## src/rtl/noc_output_port_arbiter.sv

```systemverilog
// noc_output_port_arbiter: per-output-port switch/VC arbiter with wormhole
// ownership per downstream VC and downstream credit tracking.
// Optional statistics counters are built when NOC_ARB_STATS_EN is defined;
// otherwise the stat outputs are tied to zero.
module noc_output_port_arbiter #(
  parameter int unsigned PORT_NUM   = 5,
  parameter int unsigned VC_NUM     = 4,
  parameter int unsigned CREDIT_MAX = 4,
  parameter int unsigned VC_W       = $clog2(VC_NUM)
) (
  input  logic                     clk,
  input  logic                     rst,
  input  logic [PORT_NUM-1:0]      req_valid,
  input  logic [PORT_NUM-1:0]      req_head,
  input  logic [PORT_NUM-1:0]      req_tail,
  input  logic [PORT_NUM*VC_W-1:0] req_vc,
  output logic [PORT_NUM-1:0]      gnt,
  output logic                     out_valid,
  output logic [PORT_NUM-1:0]      out_sel,
  output logic [VC_W-1:0]          out_vc,
  input  logic [VC_NUM-1:0]        credit_ret,
  output logic                     credit_err,
  output logic [PORT_NUM*16-1:0]   stat_gnt_cnt,
  output logic [15:0]              stat_block_cnt
);

  localparam int unsigned CRD_W = $clog2(CREDIT_MAX + 1);
  localparam int unsigned PTR_W = (PORT_NUM > 1) ? $clog2(PORT_NUM) : 1;

  logic [CRD_W-1:0]    credit [VC_NUM];
  logic [VC_NUM-1:0]   lock;
  logic [PTR_W-1:0]    owner  [VC_NUM];
  logic [PTR_W-1:0]    rr_ptr;

  logic [VC_W-1:0]     vc_of  [PORT_NUM];
  logic [PORT_NUM-1:0] elig;
  logic                gnt_any;
  logic [PTR_W-1:0]    gnt_idx;
  logic [VC_W-1:0]     gnt_vc;
  logic [VC_NUM-1:0]   credit_dec;

  // Eligibility: credit available plus wormhole ownership rule per flit type
  always_comb begin
    for (int unsigned p = 0; p < PORT_NUM; p++) begin
      vc_of[p] = req_vc[p*VC_W +: VC_W];
      elig[p]  = 1'b0;
      if (req_valid[p] && (credit[vc_of[p]] != '0)) begin
        if (req_head[p])
          elig[p] = !lock[vc_of[p]];
        else
          elig[p] = lock[vc_of[p]] && (owner[vc_of[p]] == PTR_W'(p));
      end
    end
  end

  // Round-robin pick of the first eligible input at or after rr_ptr; rst gates it
  always_comb begin
    int unsigned idx;
    idx     = 0;
    gnt     = '0;
    gnt_any = 1'b0;
    gnt_idx = '0;
    gnt_vc  = '0;
    if (!rst) begin
      for (int unsigned off = 0; off < PORT_NUM; off++) begin
        idx = int'(rr_ptr) + off;
        if (idx >= PORT_NUM)
          idx = idx - PORT_NUM;
        if (!gnt_any && elig[idx]) begin
          gnt_any  = 1'b1;
          gnt[idx] = 1'b1;
          gnt_idx  = PTR_W'(idx);
          gnt_vc   = vc_of[idx];
        end
      end
    end
  end

  // Per-VC decrement strobe from the current grant
  always_comb begin
    for (int unsigned v = 0; v < VC_NUM; v++)
      credit_dec[v] = gnt_any && (gnt_vc == VC_W'(v));
  end

  // Credit, lock/owner and round-robin pointer state
  always_ff @(posedge clk) begin
    if (rst) begin
      for (int unsigned v = 0; v < VC_NUM; v++) begin
        credit[v] <= CRD_W'(CREDIT_MAX);
        owner[v]  <= '0;
      end
      lock       <= '0;
      rr_ptr     <= '0;
      credit_err <= 1'b0;
    end else begin
      for (int unsigned v = 0; v < VC_NUM; v++) begin
        case ({credit_dec[v], credit_ret[v]})
          2'b10: credit[v] <= credit[v] - 1'b1;
          2'b01: begin
            if (credit[v] == CRD_W'(CREDIT_MAX))
              credit_err <= 1'b1;
            else
              credit[v] <= credit[v] + 1'b1;
          end
          default: ;
        endcase
      end
      if (gnt_any) begin
        if (req_head[gnt_idx] && !req_tail[gnt_idx]) begin
          lock[gnt_vc]  <= 1'b1;
          owner[gnt_vc] <= gnt_idx;
        end else if (!req_head[gnt_idx] && req_tail[gnt_idx]) begin
          lock[gnt_vc] <= 1'b0;
        end
        rr_ptr <= (gnt_idx == PTR_W'(PORT_NUM - 1)) ? '0 : gnt_idx + 1'b1;
      end
    end
  end

  // Registered copy of the grant that drives the crossbar next cycle
  always_ff @(posedge clk) begin
    if (rst) begin
      out_valid <= 1'b0;
      out_sel   <= '0;
      out_vc    <= '0;
    end else begin
      out_valid <= gnt_any;
      out_sel   <= gnt;
      out_vc    <= gnt_vc;
    end
  end

`ifdef NOC_ARB_STATS_EN
  logic [15:0] gnt_cnt [PORT_NUM];
  logic [15:0] block_cnt;

  // Saturating grant and blocked-cycle counters
  always_ff @(posedge clk) begin
    if (rst) begin
      for (int unsigned p = 0; p < PORT_NUM; p++)
        gnt_cnt[p] <= '0;
      block_cnt <= '0;
    end else begin
      for (int unsigned p = 0; p < PORT_NUM; p++)
        if (gnt[p] && (gnt_cnt[p] != '1))
          gnt_cnt[p] <= gnt_cnt[p] + 1'b1;
      if ((|req_valid) && !gnt_any && (block_cnt != '1))
        block_cnt <= block_cnt + 1'b1;
    end
  end

  // Pack per-input counters with input 0 at the LSB
  always_comb begin
    stat_gnt_cnt = '0;
    for (int unsigned p = 0; p < PORT_NUM; p++)
      stat_gnt_cnt[p*16 +: 16] = gnt_cnt[p];
    stat_block_cnt = block_cnt;
  end
`else
  assign stat_gnt_cnt   = '0;
  assign stat_block_cnt = '0;
`endif

endmodule
```

## config.mk

```make
export PLATFORM = sky130hd
export DESIGN_NAME = noc_output_port_arbiter
export DESIGN_NICKNAME = d
export VERILOG_FILES = /design/src/rtl/noc_output_port_arbiter.sv
export SDC_FILE = /design/constraint.sdc
export NUM_CORES = 1
export LEC_CHECK = 0
export CORE_MARGIN = 3
export CORE_UTILIZATION = 51
export CTS_CLUSTER_DIAMETER = 150
export DETAILED_ROUTE_END_ITERATION = 6
export PLACE_DENSITY = 0.82
export SLEW_MARGIN = 0
export SYNTH_ARGS = -nofsm -noshare
export SYNTH_HDL_FRONTEND = slang
export SYNTH_SLANG_ARGS = --single-unit
export TNS_END_PERCENT = 100
```

## constraint.sdc

```tcl
create_clock -name clk -period 6.9 [get_ports clk]
set_input_delay 1.38 -clock clk [delete_from_list [all_inputs] [get_ports clk]]
set_output_delay 1.38 -clock clk [all_outputs]
set_load 0.01 [all_outputs]
```

# Yosys cells after proc, flatten, opt, wreduce, memory -nomap -nowiden
# Memories as Yosys holds them, arrays and structs flattened.
# Cells that the tools add are included.
dict set report word_totals {
  regBits 16
  mem_bits_rw 24
  in_bits 31
  out_inout_bits 110
  word_cells 300
  mem_count 2
}
dict set report classes {
  n_addsub 18
  order_cmp 28
  eq_ne 20
  muxes 159
  bitwise 20
  n_reduce_logical 47
}
# name depth width rd rd_ports_with_merged_regs write_ports line_no
set mem_list {}
lappend mem_list {credit 4 3 9 0 4 30} ;# logic [CRD_W-1:0] credit [VC_NUM];
lappend mem_list {owner 4 3 5 0 4 32} ;# logic [PTR_W-1:0] owner [VC_NUM];
# op n
set op_table {}
lappend op_table {{$mux 32} 10}
lappend op_table {{$ge 33x4->1 const B} 5}
lappend op_table {{$not 32->33} 5}
lappend op_table {{$ge 32x1->1 const B} 5}
lappend op_table {{$lt 32x4->1 const B} 5}
lappend op_table {{$mux 1} 81}
lappend op_table {{$mux 5} 10}
lappend op_table {{$mux 3} 16}
lappend op_table {{$mux 2} 17}
lappend op_table {{$bmux 2 s3} 5}
lappend op_table {{$logic_and 1x1->1} 26}
lappend op_table {{$bmux 1 s3} 7}
lappend op_table {{$or 5x5->5} 4}
lappend op_table {{$sub 4x3->5 const B} 4}
lappend op_table {{$eq 3x3->1 const B} 6}
lappend op_table {{$lt 2x3->1 const B} 6}
lappend op_table {{$ge 4x3->1 const B} 4}
lappend op_table {{$add 3x1->3 const B} 5}
lappend op_table {{$demux 1 s3} 5}
lappend op_table {{$reduce_bool 3->1} 5}
lappend op_table {{$eq 2x2->1 const B} 6}
lappend op_table {{$sub 3x1->3 const B} 4}
lappend op_table {{$logic_not 1->1} 11}
lappend op_table {{$bmux 1 s2} 5}
lappend op_table {{other kinds (21)} 35}

# Depth between registers and ports, before layout
dict set report depth {
  word_depth 35
  mapped_depth 21
  mapped_depth_nobuf 19
}

# Least setup slack after synthesis
# Ideal clock, no wire load.
dict set report synth_path {
  path_type {in2out}
  start {input port req_head[3]}
  end {output port gnt[2]}
  arrival_ns 4.224
  required_ns 5.520
  path_slack_ns 1.296
  stages 11
  n_path_buf 1
  path_cell_list {clkbuf_1 > or4_1 > o221a_1 > and2_4 > a311o_4 > nor4_4 > nand2_1 > a211oi_1 > o21ai_0 > or2_2 > a31oi_1}
}
dict set report synth_between {
  elab_chain_len 22
  word_cells_on_any_way 42
  cone_classes {mux: 30; bitwise: 4; reduce/logical: 8}
}
# item line_no
set synth_lines {}
lappend synth_lines {{start, declared} 14} ;# input logic [PORT_NUM-1:0] req_head,
lappend synth_lines {{$mux 1 *} 48} ;# if (req_head[p])
lappend synth_lines {{$mux 1 *} 47} ;# if (req_valid[p] && (credit[vc_of[p]] != '0)) begin
lappend synth_lines {{$bmux 1 s3} 69} ;# if (!gnt_any && elig[idx]) begin
lappend synth_lines {{$mux 1 (implied by the code)} 69}
lappend synth_lines {{$mux 1} 69}
lappend synth_lines {{$mux 1} 64} ;# if (!rst) begin
lappend synth_lines {{$logic_not 1->1} 69}
lappend synth_lines {{$logic_and 1x1->1} 69}
lappend synth_lines {{[6 not listed]} -}
lappend synth_lines {{$logic_not 1->1} 69}
lappend synth_lines {{$logic_and 1x1->1} 69}
lappend synth_lines {{$mux 1} 69}
lappend synth_lines {{$mux 1} 64}
lappend synth_lines {{$logic_not 1->1} 69}
lappend synth_lines {{$logic_and 1x1->1} 69}
lappend synth_lines {{$mux 5 *} 69}
lappend synth_lines {{$mux 5 *} 64}
lappend synth_lines {{end, declared} 17} ;# output logic [PORT_NUM-1:0] gnt,
# Mark *: on every way between the ends. The rest lies on a longest branch, timed or not. The select of a mux whose other input is x is not followed.

# Final worst setup path
dict set report layout_path {
  start {input port req_vc[2]}
  end {output port gnt[3]}
}
dict set report layout_between {
  elab_chain_len 25
  word_cells_on_any_way 51
  cone_classes {eq/ne: 1; mux: 32; bitwise: 4; reduce/logical: 12; memory: 2}
}
# item line_no
set layout_lines {}
lappend layout_lines {{start, declared} 16} ;# input logic [PORT_NUM*VC_W-1:0] req_vc,
lappend layout_lines {{$mem_v2 4x3 / $bmux 1 s2 (equally long branches)} -}
lappend layout_lines {{$eq 3x1->1 / $mux 1 (equally long branches)} {51, 49}}
lappend layout_lines {{$logic_and 1x1->1 / $logic_not 1->1 (equally long branches)} {51, 49}}
lappend layout_lines {{$mux 1} 48}
lappend layout_lines {{$mux 1 *} 47}
lappend layout_lines {{$bmux 1 s3} 69}
lappend layout_lines {{$mux 1 (implied by the code)} 69}
lappend layout_lines {{$mux 1} 69}
lappend layout_lines {{[9 not listed]} -}
lappend layout_lines {{$logic_not 1->1} 69}
lappend layout_lines {{$logic_and 1x1->1} 69}
lappend layout_lines {{$mux 1} 69}
lappend layout_lines {{$mux 1} 64}
lappend layout_lines {{$logic_not 1->1} 69}
lappend layout_lines {{$logic_and 1x1->1} 69}
lappend layout_lines {{$mux 5 *} 69}
lappend layout_lines {{$mux 5 *} 64}
# Marked as above.

==> impl_metrics.toml <==
[route]
wire_per_inst_um = 19.2
routed_wl_um = 17700
drc_errors = 3
drt-pass1-iter-count = 7
routed_via_density = 6.29
route.vias.total = 5782
drt_iter0_drc = 670
detail-route-antenna-nets = 0

[timing]
slew-limit-headroom_pct = 31.6
hold_violations = 0
maxSlewViolCount = 0
period_share_pct = 98.4
achievable-frequency_mhz = 147
timing.final.crit_period_ns = 6.79
setup_violations = 0
finalClockSkew_ns = 0.00588
worst_pin_slew_ns = 1.02
worst_slack_ns = 0.112

[global_routing]
antenna_found_initial = 0
track_usage_pct = 27.0
grt_start_max_net_pins = 32
first_global_vias = 5056
grt_util_met2_pct = 42.5
grt_util_met3_pct = 5.92
top_usage_layer = "met2"
grt_remaining_overflow = 0
grt_first_pass_wirelength_um = 27400
groute.layer.met1.usage_pct = 37.3

[power]
pwr-share-comb_pct = 77.5
switching_power_uw = 1520
vdd_ir_drop_max_mv = 0.255
leakage_uw = 0.00254
share_clk_of_total_power_pct = 7.3
seqPwrFrac_pct = 15.2
cell_internal_pwr_uw = 1300
power.switching_fraction_pct = 54.0
power-per-cell-area_nw_per_um2 = 451

[synth]
synth_seq_area_share_pct = 18.2
synth_warnings = 0
synth_area_sq_um = 5720
synth-main-ff-cell = "edfxtp_1"
post-synth-top-area-fraction_pct = 12.9
ys_async_sr_fraction_pct = 0
synthesis.instances = 724
synth_largest_area_cell = "buf_4"
synth-edff-count = 24
postSynthRegisterBits = 40
postSynthAreaPerCell_sq_um = 7.90
synth_cell_types = 94
synth_area_leaders = "buf_4 13%, edfxtp_1 13%, dfxtp_1 5.6%, mux2i_1 5.1%, ha_1 4.4%"

[outcome]
run_status = "complete, but fails checks"
violations = "design-rule violations"

[clock_network]
number_of_sinks_on_the_clock_net = 40
cts_hold_repair.buffers = 0
tritoncts = "yes"
clk_path_buf_depth = 2
clk_transition_reported_paths_ns = 0.08
clk_root_buffer_cell = "clkbuf_8"
cts_buffers = 5
htreeDepth = 2
clkLatencyLatePin_ns = 0.31

[critical_path]
ff2ff_path_depth = 20
worstSetupPathType = "in -> out"
cp-end-kind = "output pin"
worst-endpoint-required_ns = 5.52
cp-start-kind = "input port"
worst_reg2reg_setup_slack_ns = 1.41
worstPathMaxFanout = 8
worst_ep_arrival_time_ns = 5.41

[die]
ioPinCount = 141
design.die.area_sq_um = 12500
initial_core_util_pct = 52.5
chipHeight_um = 112
floorplan.core_area_sq_um = 10900
num_rows = 38
die_x_um = 112

[hold_path]
holdPathStages = 2
min-delay-path-class = "reg -> reg"

[placement]
placement_setup_slack_ns = 0.117
dp_hpwl_um = 14000
numPortBuffers = 44
dpl_cell_area_sq_um = 6090
gp_congestion = 1.04

[layout]
antenna_cells = 0
final_nets = 833
post_route_cells_drive_above_1_share_pct = 12.3
final_util_pct = 57.3
stdcell_area_sq_um = 6240
syn_to_final_growth_pct = 9.12

[flow_run]
maxCapViolCount = 0
[routing by layer]
metal,routed length [um],vias up,part of all wire [%]
met4,495,0,2.8
met5,0,-,0
met2,7880,444,45
met3,2120,50,12
met1,7180,2661,41
li1,-,2627,-
[metrics by stage]
step | hold slack, ns | std cells | power, uW | TNS [ns]
5_1_grt | 0.549 | 919 | 3010 | -0.0459
2_1_floorplan | 0.515 | 819 | 1950 | 0
6_report | 0.498 | 919 | 2810 | 0
3_5_place_dp | 0.490 | 911 | 2530 | 0
3_3_place_gp | 0.482 | 911 | 2510 | 0
4_1_cts | 0.507 | 919 | 2740 | 0
[registers in the layout, indices dropped and copies added, names as in the netlist, named ones only]
signal      flops
out_vc          2
out_valid       1
owner          12
credit         12
credit_err      1
rr_ptr          3
out_sel         5
[cell type report]
type / count / area, sq um
clock inverter: 3 / 46.3
tap: 140 / 175
timing repair buffer: 80 / 716
clock buffer: 5 / 68.8
multi-input combinational: 630 / 4110
inverter: 21 / 78.8
fill: 1008 / 4650
sequential: 40 / 1040
[power by group through the flow]
| stage | Sequential, uW | Combinational [uW] | Clock, uW |
|---|---|---|---|
| 2_1_floorplan | 417 | 1530 | 0 |
| 3_3_place_gp | 430 | 2080 | 0 |
| 3_5_place_dp | 431 | 2100 | 0 |
| 4_1_cts | 427 | 2110 | 204 |
| 5_1_grt | 443 | 2350 | 212 |
| 6_report | 428 | 2180 | 205 |
[synthesized netlist by cell type, drive strengths merged, types with 5 or more instances]
| cell type | count |
|---|---|
| buf | 111 |
| nor2 | 63 |
| nand2 | 52 |
| a21oi | 38 |
| mux2i | 30 |
| o21ai | 30 |
| nand3 | 27 |
| edfxtp | 24 |
| ha | 20 |
| inv | 19 |
| clkbuf | 17 |
| nor3 | 17 |
| a31oi | 16 |
| dfxtp | 16 |
| nor4 | 15 |
| o22ai | 14 |
| nand2b | 13 |
| nor4b | 12 |
| or2 | 11 |
| a211oi | 10 |
| nor2b | 10 |
| xor2 | 10 |
| a22oi | 7 |
| and2 | 7 |
| nand4 | 7 |
| nor4bb | 7 |
| or3 | 7 |
| a21o | 6 |
| a221oi | 5 |
| a31o | 5 |
| and3 | 5 |
| o211ai | 5 |
| o21a | 5 |
| o31ai | 5 |
| xnor2 | 5 |
[worst paths after layout]
| kind | startpoint | to |
|---|---|---|
| max | req_vc[2] | gnt[3] |
| min reg2reg | rr_ptr[0] | rr_ptr[0] |
| max reg2reg | rr_ptr[1] | owner[1][0] |
| min | rr_ptr[0] | rr_ptr[0] |
[cell families (layout without fill, tap and decap cells)]
group                    Yosys count  count (layout)  share of synthesized area [%]
adder cells (fa/ha/maj)           24              24                           5.78
flip-flops                        40              40                           18.2
buffers and inverters            149             109                           16.6
other                              1              96                         0.0656
XOR/XNOR                          15              15                           2.30
multiplexers                      36              36                           7.11
AO/OA/AOI/OAI                    190             190                           23.9
AND/OR/NAND/NOR                  269             269                           26.1
[critical path, stage by stage]
cell	delay, ns
clkdlybuf4s50_1	0.65
mux2_2	0.41
o31ai_1	0.23
or4_4	0.21
or2_1	0.25
o221ai_2	0.14
or2_2	0.34
or4_1	0.60
nor2_1	0.27
a221oi_1	0.15
a31oi_1	0.21
clkdlybuf4s50_1	0.56
[layout by cell type (no fill, tap or decap), types with 5 or more instances in the layout]
cell type,instances
a211oi_1,9
a21o_1,5
a21oi_1,36
a221oi_1,5
a22oi_1,6
a31o_2,5
a31oi_1,16
and2_1,6
buf_4,36
clkbuf_8,5
clkdlybuf4s50_1,42
conb_1,96
dfxtp_1,16
edfxtp_1,24
ha_1,20
inv_1,19
mux2i_1,29
nand2_1,50
nand2b_1,13
nand3_1,27
nand4_1,7
nor2_1,62
nor2b_1,10
nor3_1,16
nor4_1,13
nor4b_1,11
nor4bb_1,7
o211ai_1,5
o21ai_0,28
o22ai_1,14
o31ai_1,5
or2_2,8
or3_1,6
xnor2_1,5
xor2_1,10
[timing repair]
item | 4_1_cts | 5_1_grt
setup endpoints to repair | 0 | 5
gates resized for setup | 0 | 7
buffers inserted | 0 | 0
Note: power is estimated with default switching activity, not from simulation.
